[src/rtl/bcd_to_bin.sv]
// bcd_to_bin: iterative BCD-to-binary converter (reverse double-dabble).
//
// A packed DIGITS-digit BCD operand is accepted on a start request while
// idle and converted one shift per clock. Operands containing a digit above
// 9 are rejected without converting and flagged through err.
//
// Ports:
//   clk      system clock, rising edge
//   reset    asynchronous, active-low reset
//   start    conversion request, sampled only while idle
//   bcd_in   packed BCD operand, digit 0 at bcd_in[3:0]
//   busy     high while a conversion is shifting
//   done     one-cycle pulse when bin_out/err are updated
//   bin_out  binary result, held until the next accepted start
//   err      last accepted operand held an invalid digit
module bcd_to_bin #(
  parameter int DIGITS = 2,
  parameter int BIN_W  = 7    // 2^BIN_W must exceed 10^DIGITS - 1
) (
  input  logic                  clk,
  input  logic                  reset,
  input  logic                  start,
  input  logic [4*DIGITS-1:0]   bcd_in,
  output logic                  busy,
  output logic                  done,
  output logic [BIN_W-1:0]      bin_out,
  output logic                  err
);

  localparam int CNT_W = $clog2(BIN_W + 1);
  localparam logic [CNT_W-1:0] LAST_STEP = CNT_W'(BIN_W - 1);

  typedef enum logic [1:0] {
    IDLE,
    CONV,
    DONE
  } state_t;

  state_t                state;
  logic [4*DIGITS-1:0]   dig_q;
  logic [BIN_W-1:0]      bin_q;
  logic [CNT_W-1:0]      count;

  logic                  bad_digit;
  logic [4*DIGITS-1:0]   dig_next;
  logic [BIN_W-1:0]      bin_next;

  // One reverse double-dabble step: shift {digits, binary} right by one,
  // then pull every digit that landed at 8 or above back by 3. Each digit
  // is corrected on its own; no carry crosses a digit boundary.
  always_comb begin
    // NOTE: every combinational output gets a default first so no path
    // leaves it unassigned, which would otherwise infer a latch.
    bad_digit = 1'b0;
    dig_next  = dig_q >> 1;
    bin_next  = {dig_q[0], bin_q[BIN_W-1:1]};
    for (int i = 0; i < DIGITS; i++) begin
      if (bcd_in[4*i +: 4] > 4'd9) begin
        bad_digit = 1'b1;
      end
      if (dig_next[4*i +: 4] >= 4'd8) begin
        dig_next[4*i +: 4] = dig_next[4*i +: 4] - 4'd3;
      end
    end
  end

  // NOTE: sequential state uses non-blocking assignments only, so every
  // register samples the values from before the edge.
  always_ff @(posedge clk or negedge reset) begin
    if (!reset) begin
      state   <= IDLE;
      dig_q   <= '0;
      bin_q   <= '0;
      count   <= '0;
      busy    <= 1'b0;
      done    <= 1'b0;
      bin_out <= '0;
      err     <= 1'b0;
    end else begin
      case (state)
        IDLE: begin
          if (start) begin
            if (bad_digit) begin
              // Rejected operand: skip straight to the done pulse.
              bin_out <= '0;
              err     <= 1'b1;
              done    <= 1'b1;
              state   <= DONE;
            end else begin
              dig_q <= bcd_in;
              bin_q <= '0;
              count <= '0;
              busy  <= 1'b1;
              state <= CONV;
            end
          end
        end

        CONV: begin
          dig_q <= dig_next;
          bin_q <= bin_next;
          count <= count + 1'b1;
          if (count == LAST_STEP) begin
            // The final step's shifted value goes straight to the output.
            bin_out <= bin_next;
            err     <= 1'b0;
            busy    <= 1'b0;
            done    <= 1'b1;
            state   <= DONE;
          end
        end

        DONE: begin
          done  <= 1'b0;
          state <= IDLE;
        end

        default: begin
          busy  <= 1'b0;
          done  <= 1'b0;
          state <= IDLE;
        end
      endcase
    end
  end

endmodule

[config.mk]
export PLATFORM = sky130hd
export DESIGN_NAME = bcd_to_bin
export DESIGN_NICKNAME = d
export VERILOG_FILES = /design/src/rtl/bcd_to_bin.sv
export SDC_FILE = /design/constraint.sdc
export NUM_CORES = 1
export LEC_CHECK = 0
export ABC_AREA = 1
export BUFFER_PORTS_ARGS = -buffer_cell sky130_fd_sc_hd__buf_2
export CAP_MARGIN = 20
export CORE_MARGIN = 2
export CORE_UTILIZATION = 30
export DETAILED_ROUTE_END_ITERATION = 8
export SETUP_SLACK_MARGIN = 0.3
export SLEW_MARGIN = 0
export SYNTH_ARGS = -nofsm -noshare
export SYNTH_HDL_FRONTEND = slang
export SYNTH_SLANG_ARGS = --single-unit
[constraint.sdc]
create_clock -name clk -period 1.35 [get_ports clk]
set_input_delay 0.27 -clock clk [delete_from_list [all_inputs] [get_ports clk]]
set_output_delay 0.27 -clock clk [all_outputs]
set_load 0.05 [all_outputs]
## Yosys cells after proc, flatten, opt, wreduce, memory -nomap -nowiden

Cells that the tools add are included.

- Register bits: 30
- Bits in latches: 0
- RAM bits: 0
- ROM bits: 0
- Input bits: 11
- Output and inout port bits: 10
- Memories kept: 0

- Add/sub/neg operators: 3
- $mul: 0
- Div/mod/pow operators: 0
- $lt $le $gt $ge: 4
- Eq/ne operators: 7
- Shifts and indexed selects: 0
- Mux-type cells: 30
- Bitwise operators: 1
- Reduce and logical (&&, ||, !) cells: 7

Operator list:

| cell | number |
|---|---|
| 7-bit two-way mux | 5 |
| 7-bit one-hot mux with 2 select lines | 2 |
| 8-bit two-way mux | 2 |
| 8-bit one-hot mux with 2 select lines | 1 |
| 4-bit greater-than comparator, second input constant | 2 |
| 1-bit two-way mux | 8 |
| 4-bit two-way mux | 2 |
| 2-bit inequality test, second input constant | 4 |
| 4-bit AND reduction | 2 |
| 2-bit two-way mux | 3 |
| 3-bit two-way mux | 2 |
| 3-bit one-hot mux with 2 select lines | 1 |
| 3-bit AND reduction | 2 |
| 3-bit by 4-bit greater-or-equal comparator with 1-bit output, second input constant | 1 |
| 4-bit greater-or-equal comparator, second input constant | 1 |
| 1-bit one-hot mux with 2 select lines | 2 |
| 2-bit one-hot mux with 2 select lines | 1 |
| 3-bit by 2-bit subtractor with 4-bit output, second input constant | 1 |
| 4-bit by 2-bit subtractor with 4-bit output, second input constant | 1 |
| 3-bit by 1-bit adder with 3-bit output, second input constant | 1 |
| 3-bit equality test, second input constant | 1 |
| 1-bit one-hot mux with 3 select lines | 1 |
| 2-bit by 1-bit equality test with 1-bit output, second input constant | 1 |
| 2-bit equality test, second input constant | 1 |
| 4 further kinds | 4 |

## Logic depth before layout (Yosys ltp)

- Depth in word-level cells: 6
- Mapped depth: 9

## Worst setup path after synthesis

No wires, ideal clock.

- Path kind: reg-to-reg
- From: register count[0]
- To: register bin_out[0]
- Library setup time: 119 ps
- Data arrival time: 1090 ps
- Setup slack: 141 ps
- Stages on the path, launching flop included: 10
- Clock period less this slack: 1209 ps
- Cell sequence: dfrtp_1 > inv_1 > ha_1 > nand2_1 > nand3_2 > nand2_2 > nor2_2 > nand2_4 > nand2_1 > nand2_1

- Cells in the longest elaborated chain, start to end: 3

Ends and longest elaborated chain:

| item | line | source |
|---|---|---|
| start, declared | 42 | `logic [CNT_W-1:0] count;` |
| start signal, assigned | 102 | `count <= count + 1'b1;` |
| 3-bit equality test | 103 | `if (count == LAST_STEP) begin` |
| 2-bit inequality test (no source line) | -- |  |
| 4-bit AND reduction (no source line) | -- |  |
| end signal, assigned | 105 | `bin_out <= bin_next;` |
| end, declared | 26 | `output logic [BIN_W-1:0] bin_out,` |

No other way between the ends.
A chain may end at the register's enable or synchronous reset.

## Worst setup path in the final report

- From: register count[0]
- To: register bin_out[1]

Same word-level chain as after synthesis.

==> results.json <==
{
  "synth_area_leaders": "dfrtp_1, nand2_1, nand3_1, ha_1, inv_1",
  "drt_iter0_markers": 38,
  "core_area_sq_mm": 0.00466,
  "synth_area_per_cell_sq_um": 7.86,
  "dieHeight_um": 73.3,
  "finalNetCount": 251,
  "fin_setup_tns_ns": 0,
  "r2r_slack_ns": 0.07,
  "start_util": 0.309,
  "final_area_sq_mm": 0.00211,
  "numCtsBuffers": 5,
  "synth_cells": 183,
  "track_usage": 0.146,
  "async_flop_share": 1.00,
  "cp_top_family": "simple AND/OR/NAND/NOR gates",
  "grt_max_degree": 12,
  "power.leakage_nw": 1.18,
  "diodes": 0,
  "dieWidth_um": 73.3,
  "slew_headroom": 0.807,
  "rsz0062_at_grt": "true",
  "timing.rr.start": "count[0]$_DFFE_PN0P_",
  "yosysUniqueCellTypes": 17,
  "min_path_cells": 3,
  "cp_max_fo": 5,
  "clockRootBuffer": "clkbuf_8",
  "h-tree-depth": 2,
  "crit_chain": "inv_2 -> ha_4 -> nand2_4 -> nand3_4 -> nand2_4 -> nor2_4 -> nand2_2 -> nand2_1 -> nand2_1",
  "required_ns": 1.53,
  "synth_nets": 198,
  "crit_buf_inv": 1,
  "yosys.area.top_type": "dfrtp_1",
  "port_buffers": 20,
  "vdd_drop_max_mv": 0.865,
  "worst_r2r_path_depth": 9,
  "maxSlewViolCount": 0,
  "status": "complete, no violations",
  "grt_pass1_wl_mm": 5.90,
  "clock_latency_ns": 0.28,
  "gp_congestion": 0.760,
  "timing.rr.end": "bin_out[1]$_DFFE_PN0P_",
  "drc": 0,
  "synth_seq_cells": 29,
  "crit_path_end": "bin_out[1]$_DFFE_PN0P_",
  "cts_tree": "yes",
  "ios": 21,
  "start_kind": "flip-flop",
  "synth-edff-count": 0,
  "dp_slack_ns": 0.0648,
  "first_global_vias": 1288,
  "clk_pin_slew_ns": 0.07,
  "crit_start": "count[0]$_DFFE_PN0P_",
  "row_count": 25,
  "final.setup.worst_slack_ns": 0.0744,
  "drtPass1Iterations": 4,
  "ys_warn_count": 0,
  "die-area_sq_mm": 0.00537,
  "vias": 1301,
  "worstMarginPinSlew_ns": 0.289,
  "fin_skew_ns": 0.00466,
  "antenna_left": 0,
  "path_depth": 9,
  "yosysSeqAreaShare": 0.504,
  "fmax_mhz": 784,
  "arrival_ns": 1.45,
  "area_growth_pct": 46.9,
  "synth_ff_type": "dfrtp_1",
  "synth_top_area_frac": 0.504,
  "antenna_found_initial": 0,
  "overflow": 0,
  "vias_per_cell": 4.47,
  "crit_type": "flip-flop to flip-flop",
  "fin_crit_sh": 0.945,
  "drive_above_1_share": 0.388,
  "slowest_stage": "dfrtp_1",
  "finalWirelength_mm": 3.46,
  "clock-sinks": 29,
  "synthTopCellsByCount": "nand2_1, dfrtp_1, nand3_1",
  "cap_violations": 0,
  "pwr_density_cell_mw_per_mm2": 2220,
  "dp_hpwl_mm": 2.23,
  "place_area_sq_mm": 0.00166,
  "wl_per_cell_um": 11.9,
  "setup_viol": 0,
  "critical_path.max_stage_delay_ns": 0.40,
  "hold_violations": 0,
  "hold_class": "input port to flip-flop",
  "yosys.cell_count.top_type": "nand2_1",
  "end_kind": "flip-flop",
  "period_minus_slack_ns": 1.28,
  "cts_buffer_depth": 2,
  "syn_area_sq_mm": 0.00144
}
timing repair:
| action | in CTS | in global routing |
|---|---|---|
| endpoints found under the setup margin | 39 | 39 |
| endpoints found under the hold margin | 8 | 0 |
| pin swaps | 18 | 8 |
| cloned | 2 | 1 |
| gates resized for setup | 33 | 16 |
| hold buffers | 1 | 0 |
| setup buffers | 13 | 3 |
cells by family after synthesis:
group           Yosys count  synth area share
compound gates            3            0.0183
fa+ha+maj                 4            0.0348
buf+inv                  16            0.0496
flops                    29             0.504
simple gates            131             0.393
through the flow:
step / util / instances / hold slack, ns / total power [mW]
finish: 0.453 / 291 / 0.202 / 4.69
floorplan: - / 183 / -0.0256 / 2.62
detailed placement: 0.357 / 263 / 0.156 / 3.02
global route: 0.453 / 291 / 0.210 / 5.04
CTS: 0.434 / 287 / 0.200 / 4.53
global placement: 0.357 / 263 / 0.153 / 2.99
worst min-delay path by stage:
stage,start,slack [ns],end
after floorplan,reset,-0.03,bin_out[0]$_DFFE_PN0P_
after global placement,reset,0.15,busy$_DFFE_PN0P_
after detailed placement,reset,0.16,busy$_DFFE_PN0P_
after CTS,bcd_in[7],0.20,dig_q[7]$_DFFE_PN0P_
after global routing,bcd_in[7],0.21,dig_q[7]$_DFFE_PN0P_
final,bcd_in[7],0.20,dig_q[7]$_DFFE_PN0P_
state kept, by name, summed over array words and instances (netlist names):
register and flops:
done 1, err 1, dig_q 8, busy 1, bin_q 6, count 3, state 2, bin_out 7
worst register-to-register path: cells and delay by family, from the launching register on:
kind | cells | cell delay (ns)
buffers and inverters | 1 | 0.09
flip-flops | 1 | 0.40
AND/OR/NAND/NOR | 7 | 0.54
adder cells (fa/ha/maj) | 1 | 0.14
layout make-up:
cell class,instances,area (sq um)
multi-input combinational,141,771
clock inverter,3,65.1
inverter,14,52.6
tap,54,67.6
fill,450,2550
timing repair buffer,45,360
sequential,29,728
clock buffer,5,68.8
layout by cell type (no fill, tap or decap):
master / netlist / layout
nand2_4: 3 / 7
buf_2: 0 / 10
bufinv_16: 0 / 2
nor2_4: 1 / 4
o21ai_1: 2 / 2
nand2_2: 2 / 11
dlygate4sd3_1: 0 / 1
nand3_4: 0 / 1
nor2_2: 3 / 1
buf_6: 1 / 12
or2_2: 2 / 2
clkbuf_8: 0 / 5
ha_2: 0 / 1
nand3_2: 1 / 5
a21oi_4: 1 / 1
clkinv_2: 0 / 1
nand2_1: 100 / 90
inv_2: 2 / 4
ha_4: 0 / 1
dfrtp_1: 29 / 27
inv_1: 12 / 10
dfrtp_2: 0 / 2
ha_1: 4 / 2
buf_4: 1 / 22
nor2_1: 3 / 2
nand3_1: 16 / 11
where the power goes:
| part | internal [mW] | switching [mW] |
|---|---|---|
| clock | 0.733 | 0.354 |
| sequential | 1.16 | 0.285 |
| combinational | 0.873 | 1.28 |
| total | 2.77 | 1.92 |
metal layers:
layer / vias to the layer above / wire length, um / global-route usage
li1: 674 / - / -
met1: 606 / 1610 / 0.183
met2: 17 / 1700 / 0.236
met3: 4 / 110 / 0.0439
met4: 0 / 39 / 0.0556
met5: - / 0 / 0
(Power assumes the default switching activity.)
